===== src/rtl/neopix_pkg.sv =====
// Shared WS2812 link definitions: nominal bit timing, ns-to-cycle conversion and decoder FSM states.
package neopix_pkg;

    localparam int unsigned T0H_NS    = 400;
    localparam int unsigned T1H_NS    = 800;
    localparam int unsigned TBIT_NS   = 1250;
    localparam int unsigned TLATCH_NS = 50_000;

    typedef enum logic [1:0] {
        SYNC = 2'd0,
        LOW  = 2'd1,
        HIGH = 2'd2
    } state_t;

    // Rounds up so that a threshold is never shorter than the requested time.
    function automatic int unsigned ns_to_cycles(input longint unsigned ns,
                                                 input longint unsigned clk_hz);
        longint unsigned cyc;
        cyc = (ns * clk_hz + 64'd999_999_999) / 64'd1_000_000_000;
        return cyc[31:0];
    endfunction

endpackage


===== src/rtl/bit_sync.sv =====
// Two-flop synchronizer for a single asynchronous input, clears to 0 on reset.
module bit_sync (
    input  logic clk,
    input  logic rst_n,
    input  logic d_async,
    output logic q
);

    logic meta;

    always_ff @(posedge clk or negedge rst_n) begin
        if (!rst_n) begin
            meta <= 1'b0;
            q    <= 1'b0;
        end else begin
            meta <= d_async;
            q    <= meta;
        end
    end

endmodule


===== src/rtl/neopix_decoder.sv =====
// WS2812 receiver: measures synchronized high/low widths, decodes GRB words MSB-first,
// and flags frame latch gaps and pulse-width errors.
//
//  state | meaning
//  SYNC  | waiting for a full latch-length low before trusting the line
//  LOW   | between bits; a long enough low here ends the frame
//  HIGH  | measuring a bit's high pulse
module neopix_decoder
    import neopix_pkg::*;
#(
    parameter int unsigned CLK_RATE_HZ = 50_000_000,
    parameter int unsigned T_THRESH_NS = 600,
    parameter int unsigned T_MIN_NS    = 150,
    parameter int unsigned T_MAX_NS    = 1500,
    parameter int unsigned T_LATCH_NS  = 50_000,
    parameter int unsigned IDX_W       = 8
) (
    input  logic             i_clk,
    input  logic             i_reset_n,
    input  logic             i_neopix,
    output logic [23:0]      o_pixel,
    output logic             o_pixel_valid,
    output logic [IDX_W-1:0] o_pixel_idx,
    output logic             o_latch,
    output logic             o_partial,
    output logic             o_err
);

    localparam int unsigned THRESH = ns_to_cycles(T_THRESH_NS, CLK_RATE_HZ);
    localparam int unsigned MIN_W  = ns_to_cycles(T_MIN_NS, CLK_RATE_HZ);
    localparam int unsigned MAX_W  = ns_to_cycles(T_MAX_NS, CLK_RATE_HZ);
    localparam int unsigned LATCH  = ns_to_cycles(T_LATCH_NS, CLK_RATE_HZ);
    localparam int unsigned CNT_W  = $clog2(LATCH + 1);

    localparam logic [CNT_W-1:0] C_THRESH = CNT_W'(THRESH);
    localparam logic [CNT_W-1:0] C_MIN    = CNT_W'(MIN_W);
    localparam logic [CNT_W-1:0] C_MAX    = CNT_W'(MAX_W);
    localparam logic [CNT_W-1:0] C_LATCH  = CNT_W'(LATCH);
    localparam logic [CNT_W-1:0] C_LATCH1 = CNT_W'(LATCH - 1);

    logic             line_s;
    logic             line_d;
    logic [CNT_W-1:0] cnt;
    state_t           state;
    logic [22:0]      shift;
    logic [4:0]       bit_cnt;
    logic [IDX_W-1:0] idx;
    logic             rise;
    logic             fall;
    logic             bit_val;

    bit_sync u_sync (
        .clk     (i_clk),
        .rst_n   (i_reset_n),
        .d_async (i_neopix),
        .q       (line_s)
    );

    assign rise    = line_s & ~line_d;
    assign fall    = ~line_s & line_d;
    assign bit_val = (cnt >= C_THRESH);

    // cnt holds how many cycles line_s has sat at its current level; on an edge cycle
    // it still holds the width of the level just ended.
    always_ff @(posedge i_clk or negedge i_reset_n) begin
        if (!i_reset_n) begin
            line_d        <= 1'b0;
            cnt           <= '0;
            state         <= SYNC;
            shift         <= '0;
            bit_cnt       <= '0;
            idx           <= '0;
            o_pixel       <= '0;
            o_pixel_valid <= 1'b0;
            o_pixel_idx   <= '0;
            o_latch       <= 1'b0;
            o_partial     <= 1'b0;
            o_err         <= 1'b0;
        end else begin
            line_d        <= line_s;
            o_pixel_valid <= 1'b0;
            o_latch       <= 1'b0;
            o_partial     <= 1'b0;
            o_err         <= 1'b0;

            if (line_s != line_d)
                cnt <= CNT_W'(1);
            else if (cnt != C_LATCH)
                cnt <= cnt + CNT_W'(1);

            unique case (state)
                SYNC: begin
                    if (!line_s && cnt == C_LATCH)
                        state <= LOW;
                end
                LOW: begin
                    if (rise) begin
                        state <= HIGH;
                    end else if (!line_s && !line_d && cnt == C_LATCH1) begin
                        if (bit_cnt != '0 || idx != '0) begin
                            o_latch   <= 1'b1;
                            o_partial <= (bit_cnt != '0);
                        end
                        bit_cnt <= '0;
                        idx     <= '0;
                    end
                end
                HIGH: begin
                    if (cnt > C_MAX || (fall && cnt < C_MIN)) begin
                        o_err   <= 1'b1;
                        state   <= SYNC;
                        bit_cnt <= '0;
                        idx     <= '0;
                    end else if (fall) begin
                        state <= LOW;
                        shift <= {shift[21:0], bit_val};
                        if (bit_cnt == 5'd23) begin
                            o_pixel       <= {shift, bit_val};
                            o_pixel_valid <= 1'b1;
                            o_pixel_idx   <= idx;
                            bit_cnt       <= '0;
                            if (idx != '1)
                                idx <= idx + IDX_W'(1);
                        end else begin
                            bit_cnt <= bit_cnt + 5'd1;
                        end
                    end
                end
                default: state <= SYNC;
            endcase
        end
    end

endmodule

===== config.mk =====
export PLATFORM = sky130hd
export DESIGN_NAME = neopix_decoder
export DESIGN_NICKNAME = d
export VERILOG_FILES = /design/src/rtl/neopix_pkg.sv /design/src/rtl/bit_sync.sv /design/src/rtl/neopix_decoder.sv
export SDC_FILE = /design/constraint.sdc
export NUM_CORES = 1
export LEC_CHECK = 0
export CAP_MARGIN = 5
export CORE_ASPECT_RATIO = 0.6
export CORE_MARGIN = 2
export CORE_UTILIZATION = 40
export CTS_CLUSTER_SIZE = 24
export DETAILED_ROUTE_END_ITERATION = 8
export HOLD_SLACK_MARGIN = 0.02
export RECOVER_POWER = 50
export SETUP_SLACK_MARGIN = 0.3
export SLEW_MARGIN = 5
export SYNTH_ARGS = -nofsm -noshare
export SYNTH_HDL_FRONTEND = slang
export SYNTH_SLANG_ARGS = --single-unit

===== constraint.sdc =====
create_clock -name i_clk -period 3.4 [get_ports i_clk]
set_input_delay 0.68 -clock i_clk [delete_from_list [all_inputs] [get_ports i_clk]]
set_output_delay 0.68 -clock i_clk [all_outputs]
set_load 0.02 [all_outputs]

* Yosys cells after proc, flatten, opt, wreduce, memory -nomap -nowiden
Index checks and enable logic that the tools add are counted.
Storage, ports and cells: bits in writable memories 0, latch bits 0, input port bits 3, word-level logic and storage cells 92, memories kept 0, bits in registers 89, output and inout port bits 36, memory bits (read-only) 0
Operators by class: $add $sub $neg 3, eq/ne operators 15, reductions and logical operators 18, order comparisons 3, shifts and indexed selects 0, multipliers 0, bitwise operators 5, divide/modulo/power cells 0, muxes and demuxes 34
Operators by type and width (count):
- two-way mux 8 bit | 6
- two-way mux 5 bit | 5
- equality test 12 bit, second input constant | 2
- two-way mux 12 bit | 2
- one-hot mux 8 bit (2 select lines) | 1
- two-way mux 1 bit | 14
- adder 12 x 1 -> 12 bit, second input constant | 1
- greater-or-equal comparator 12 x 5 -> 1 bit, second input constant | 1
- greater-than comparator 12 x 7 -> 1 bit, second input constant | 1
- less-than comparator 12 x 4 -> 1 bit, second input constant | 1
- inequality test 12 bit, second input constant | 1
- one-hot mux 5 bit (2 select lines) | 1
- inequality test 3 bit, second input constant | 3
- adder 8 x 1 -> 8 bit, second input constant | 1
- two-way mux 2 bit | 4
- inequality test 2 bit, second input constant | 4
- inequality test 8 bit, second input constant | 1
- AND reduction 4 bit | 2
- nonzero test 8 bit | 1
- one-hot mux 2 bit (3 select lines) | 1
- AND reduction 3 bit | 2
- AND reduction 6 bit | 1
- adder 5 x 1 -> 5 bit, second input constant | 1
- equality test 5 bit, second input constant | 1
- 11 further kinds | 20

* Longest topological paths before layout
depth after elaboration 6, depth in mapped cells 8

* Modules after synthesis
From an unflattened synthesis, not the netlist that was laid out.
Unflattened totals: cells, all modules 319, area total of the unflattened synthesis 4046.4 µm²
By module, submodules not included:
- neopix_decoder | area an instance 3996.3 µm², cells each 317, sequential area each 2177.1 µm², times used 1
- bit_sync | area an instance 50.0 µm², cells each 2, sequential area each 50.0 µm², times used 1

* Worst setup path before layout
Ideal clock, no wire load.
kind register to register, start register cnt[8], end register o_pixel[10], cell stages (with the launch flop) 6, path buffers 1, arrival 2.234 ns, slack 1.041 ns, required time 3.275 ns, setup time 0.125 ns, cell sequence dfrtp_1 or4_1 a211o_2 nor4_4 buf_6 mux2_2
Between the ends: word-level cells in the longest chain between the ends 5, elaborated cells on any way between the ends 6
Ends and longest elaborated chain:
- start: declaration | RTL line neopix_decoder.sv:43 | logic [CNT_W-1:0] cnt;
- start signal: assignment | RTL line neopix_decoder.sv:89 | cnt <= cnt + CNT_W'(1);
- less-than comparator 12 x 4 -> 1 bit | RTL line neopix_decoder.sv:109 | if (cnt > C_MAX || (fall && cnt < C_MIN)) begin
- logical AND 1 bit | RTL line neopix_decoder.sv:109
- logical OR 1 bit * | RTL line neopix_decoder.sv:109
- NOT 1 bit (no source line) *
- AND reduction 4 bit (no source line) *
- end signal: assignment | RTL line neopix_decoder.sv:118 | o_pixel <= {shift, bit_val};
- end: declaration | RTL line neopix_decoder.sv:21 | output logic [23:0] o_pixel,
Mark *: on every way between the ends. The rest lies on a longest branch, timed or not. A chain may end at the register's enable or synchronous reset.

* Worst setup path after layout
start register cnt[8], end register bit_cnt[1]
Between the ends: word-level cells in the longest chain between the ends 5, elaborated cells on any way between the ends 11
Ends and longest elaborated chain:
- less-than comparator 12 x 4 -> 1 bit | RTL line neopix_decoder.sv:109
- logical AND 1 bit | RTL line neopix_decoder.sv:109
- logical OR 1 bit | RTL line neopix_decoder.sv:109
- inequality test 3 bit (no source line) or two-way mux 5 bit (tied branches)
- AND reduction 4 bit (no source line) or one-hot mux 5 bit (2 select lines) (tied branches)
- end signal: assignment | RTL line neopix_decoder.sv:125 | bit_cnt <= bit_cnt + 5'd1;
- end: declaration | RTL line neopix_decoder.sv:46 | logic [4:0] bit_cnt;
Parallel ways exist; a longest one is shown, timed or not.

==> flow_metrics.py <==
metrics = {
    "run_status": {
        "outcome": "finished, violations left",
        "failed_checks": "capacitance limit, slew limit",
    },
    "cts": {
        "clock_path_buffers": 2,
        "holdBufCountCts": 0,
        "cts.sinks": 89,
        "tritoncts": "done",
        "post_cts_buffers": 0,
        "cts-buffers-inserted": 9,
        "clk_pin_slew_ns": 0.07,
        "htreeDepth": 3,
        "cts-resized-gates": 0,
        "clock_latency_ns": 0.34,
        "cts-root-buf": "clkbuf_16",
    },
    "grt": {
        "grt_antenna_before_repair": 0,
        "grt_pass1_vias": 2483,
        "grt-ovfl-total": 0,
        "grt_pass1_wl_um": 13100,
        "grt_use_total": 0.156,
        "grt_max_degree": 40,
    },
    "synth": {
        "synth_compound_area_frac": 0.0707,
        "synthTopCellsByArea": "dfrtp_1 55%, mux2_2 15%, ha_1 3.1%, nor2_1 1.7%, o31ai_1 1.7%",
        "synthesis.nets": 333,
        "synth_top_family_by_area": "multiplexers",
        "ys_ff_latch": 89,
        "synth_fa_ha_area_frac": 0.0312,
        "synth_top_area_frac": 0.555,
        "syn_avg_cell_area_sq_um": 12.5,
        "synth_largest_area_cell": "dfrtp_1",
        "syn_area_sq_um": 4020,
        "yosysUniqueCellTypes": 50,
        "synth-simple-area-share": 0.124,
        "async_flop_share": 1.00,
        "yosys_warnings": 0,
        "ys_seq_area_frac": 0.555,
        "yosys.area_share.xor_xnor": 0.0175,
        "synthFlopType": "dfrtp_1",
        "netlist_instances": 320,
        "synthMuxAreaShare": 0.162,
        "synth_edf_count": 0,
    },
    "critical_path": {
        "critical_path.top_delay_family": "compound AO/OA/AOI/OAI gates",
        "critPathKind": "reg2reg",
        "worst_setup_path_end_kind": "flip-flop",
        "path_cells": "or4_1 > a211o_1 > o32ai_2 > buf_4 > nor2_1 > mux2i_1",
        "crit_path_max_incr_delay_ns": 0.55,
        "critPathBufInv": 1,
        "slowest_stage": "or4_1",
        "critPathLaunchType": "flip-flop",
        "worstPathArrival_ns": 2.88,
        "cp.required_ns": 3.61,
        "critPathMaxFanout": 15,
    },
    "sta": {
        "finalWorstSetupSlack_ns": 0.727,
        "fin_tns_setup_ns": 0,
        "tightest_slew_ns": 2.01,
        "finalClockSkew_ns": 0.00618,
        "max_slew_margin": -0.341,
        "rsz0062_at_grt": "no",
        "hold_viol": 0,
        "period_share": 0.786,
        "fin_crit_ns": 2.67,
        "clock.fmax_mhz": 374,
        "finalSetupViolations": 0,
        "whs_ns": 0.356,
        "drv_slew": 40,
    },
    "final_layout": {
        "final_nets": 375,
        "most-common-layout-cells": "89 x dfrtp_1, 54 x mux2_2, 32 x clkdlybuf4s50_1, 18 x nor2_1, 17 x nand2_1",
        "final_common_cell": "dfrtp_1",
        "layout.cells.non_filler": 502,
        "insertedDiodeCount": 0,
        "drive_above_1_share": 0.237,
        "area_growth_pct": 19.8,
        "n_fill_cell": 866,
    },
    "power_and_ir_drop": {
        "p_comb_frac": 0.029,
        "p_leak_nw": 2.21,
        "switching_power_w": 0.000481,
        "p_sw_frac": 0.226,
        "p_total_w": 0.00213,
        "pwr-share-clk": 0.462,
        "cellPowerDensity_nw_per_um2": 443,
        "ir_drop_mv": 0.261,
        "sequentialPowerShare": 0.509,
        "p_int_w": 0.00165,
    },
    "place": {
        "port_buffers": 38,
        "place.gp.congestion": 0.797,
        "place_inst": 486,
        "dp_worst_setup_slack_ns": 0.841,
        "dp_hpwl_um": 5360,
    },
    "die": {
        "core_sq_um": 9810,
        "dieArea_sq_um": 10900,
        "die_y_um": 81.6,
        "num_rows": 28,
        "start_util": 0.409,
        "die_x_um": 133,
        "ios": 39,
    },
    "detailed_routing": {
        "drt-wirelength-per-cell_um": 15.5,
        "drt_wl_total_um": 7760,
        "drcViolationCount": 0,
        "viasPerCell": 5.17,
        "antenna_left": 0,
        "drt_iter0_markers": 206,
        "dr.pass1.iters": 4,
        "num_vias": 2597,
    },
    "job": {
        "cap_violations": 1,
    },
    "worst_hold_path": {
        "hold_path.class": "reg2reg",
    },
}
-- power groups by stage --
stage	Combinational [W]	Clock [W]	Sequential [W]
2_1_floorplan	0.0000407	0	0.00109
6_report	0.0000618	0.000984	0.00108
3_5_place_dp	0.0000652	0	0.00110
3_3_place_gp	0.0000650	0	0.00110
5_1_grt	0.0000733	0.00106	0.00108
4_1_cts	0.0000657	0.00101	0.00108
-- cell families after synthesis --
group / Yosys count
compound gates: 40
simple gates: 87
mux: 58
xor+xnor: 8
fa+ha+maj: 10
flops: 89
buf+inv: 28
-- worst reg2reg max path: stages (launching register included) --
cell,delay [ns]
dfrtp_1,0.42
or4_1,0.55
a211o_1,0.52
o32ai_2,0.54
buf_4,0.25
nor2_1,0.10
mux2i_1,0.18
-- flip-flops by register name (all words and copies together) (netlist names) --
name / cells
line_d: 1
state: 2
u_sync.meta: 1
o_err: 1
bit_cnt: 5
o_pixel_idx: 8
o_pixel_valid: 1
o_pixel: 24
idx: 8
o_partial: 1
o_latch: 1
u_sync.q: 1
shift: 23
cnt: 12
-- Yosys cell counts, types with 2 or more instances --
cell	count
xnor2_1	4
buf_2	2
and3_1	5
buf_6	4
ha_1	10
clkbuf_1	2
mux2i_1	3
mux2_2	54
o31ai_1	9
nand2_1	17
nand4_1	3
buf_4	3
dfrtp_1	89
o22ai_1	3
o21ai_0	8
nand2b_1	4
xor2_1	4
o41ai_1	2
nand3_1	7
nor2_1	18
or3_2	2
nor4b_1	2
inv_1	14
nor4_1	3
a211oi_1	6
nand3b_1	3
or3_1	3
a21oi_1	4
nand4b_1	3
or4_1	2
clkbuf_2	2
nor3_1	7
-- routing by layer --
metal	share of wire	global-route usage	routed length, um
met4	0.012	0.0606	91
met1	0.54	0.243	4220
met2	0.40	0.202	3090
met3	0.047	0.0420	368
met5	0	0	0
-- layout make-up --
cell class / instances / area [sq um] / area share
flip-flops and latches: 89 / 2230 / 0.463
multi-input cells: 203 / 1630 / 0.338
well taps: 135 / 169 / 0.0351
repair buffers: 45 / 434 / 0.0903
inverters: 14 / 52.6 / 0.0109
clock inverters: 4 / 35.0 / 0.00728
clock buffers: 12 / 267 / 0.0554
-- path summary, 6_finish.rpt --
kind	startpoint	end	slack [ns]	depth (start not counted)
max in group asynchronous	i_reset_n	idx[1]	0.94	2
min in group asynchronous	i_reset_n	u_sync.meta	0.91	1
worst min-delay path	u_sync.meta	u_sync.q	0.36	0
worst max-delay path	cnt[8]	bit_cnt[1]	0.73	6
worst max register to register	cnt[8]	bit_cnt[1]	0.73	6
worst min register to register	u_sync.meta	u_sync.q	0.36	0
-- metrics by stage --
stage	util	area, sq um
after global placement	0.461	4520
after CTS	0.492	4830
after global routing	0.490	4810
final	0.490	4810
after floorplan	-	4020
after detailed placement	0.461	4520
No activity file was read; power rests on OpenSTA's default activity.
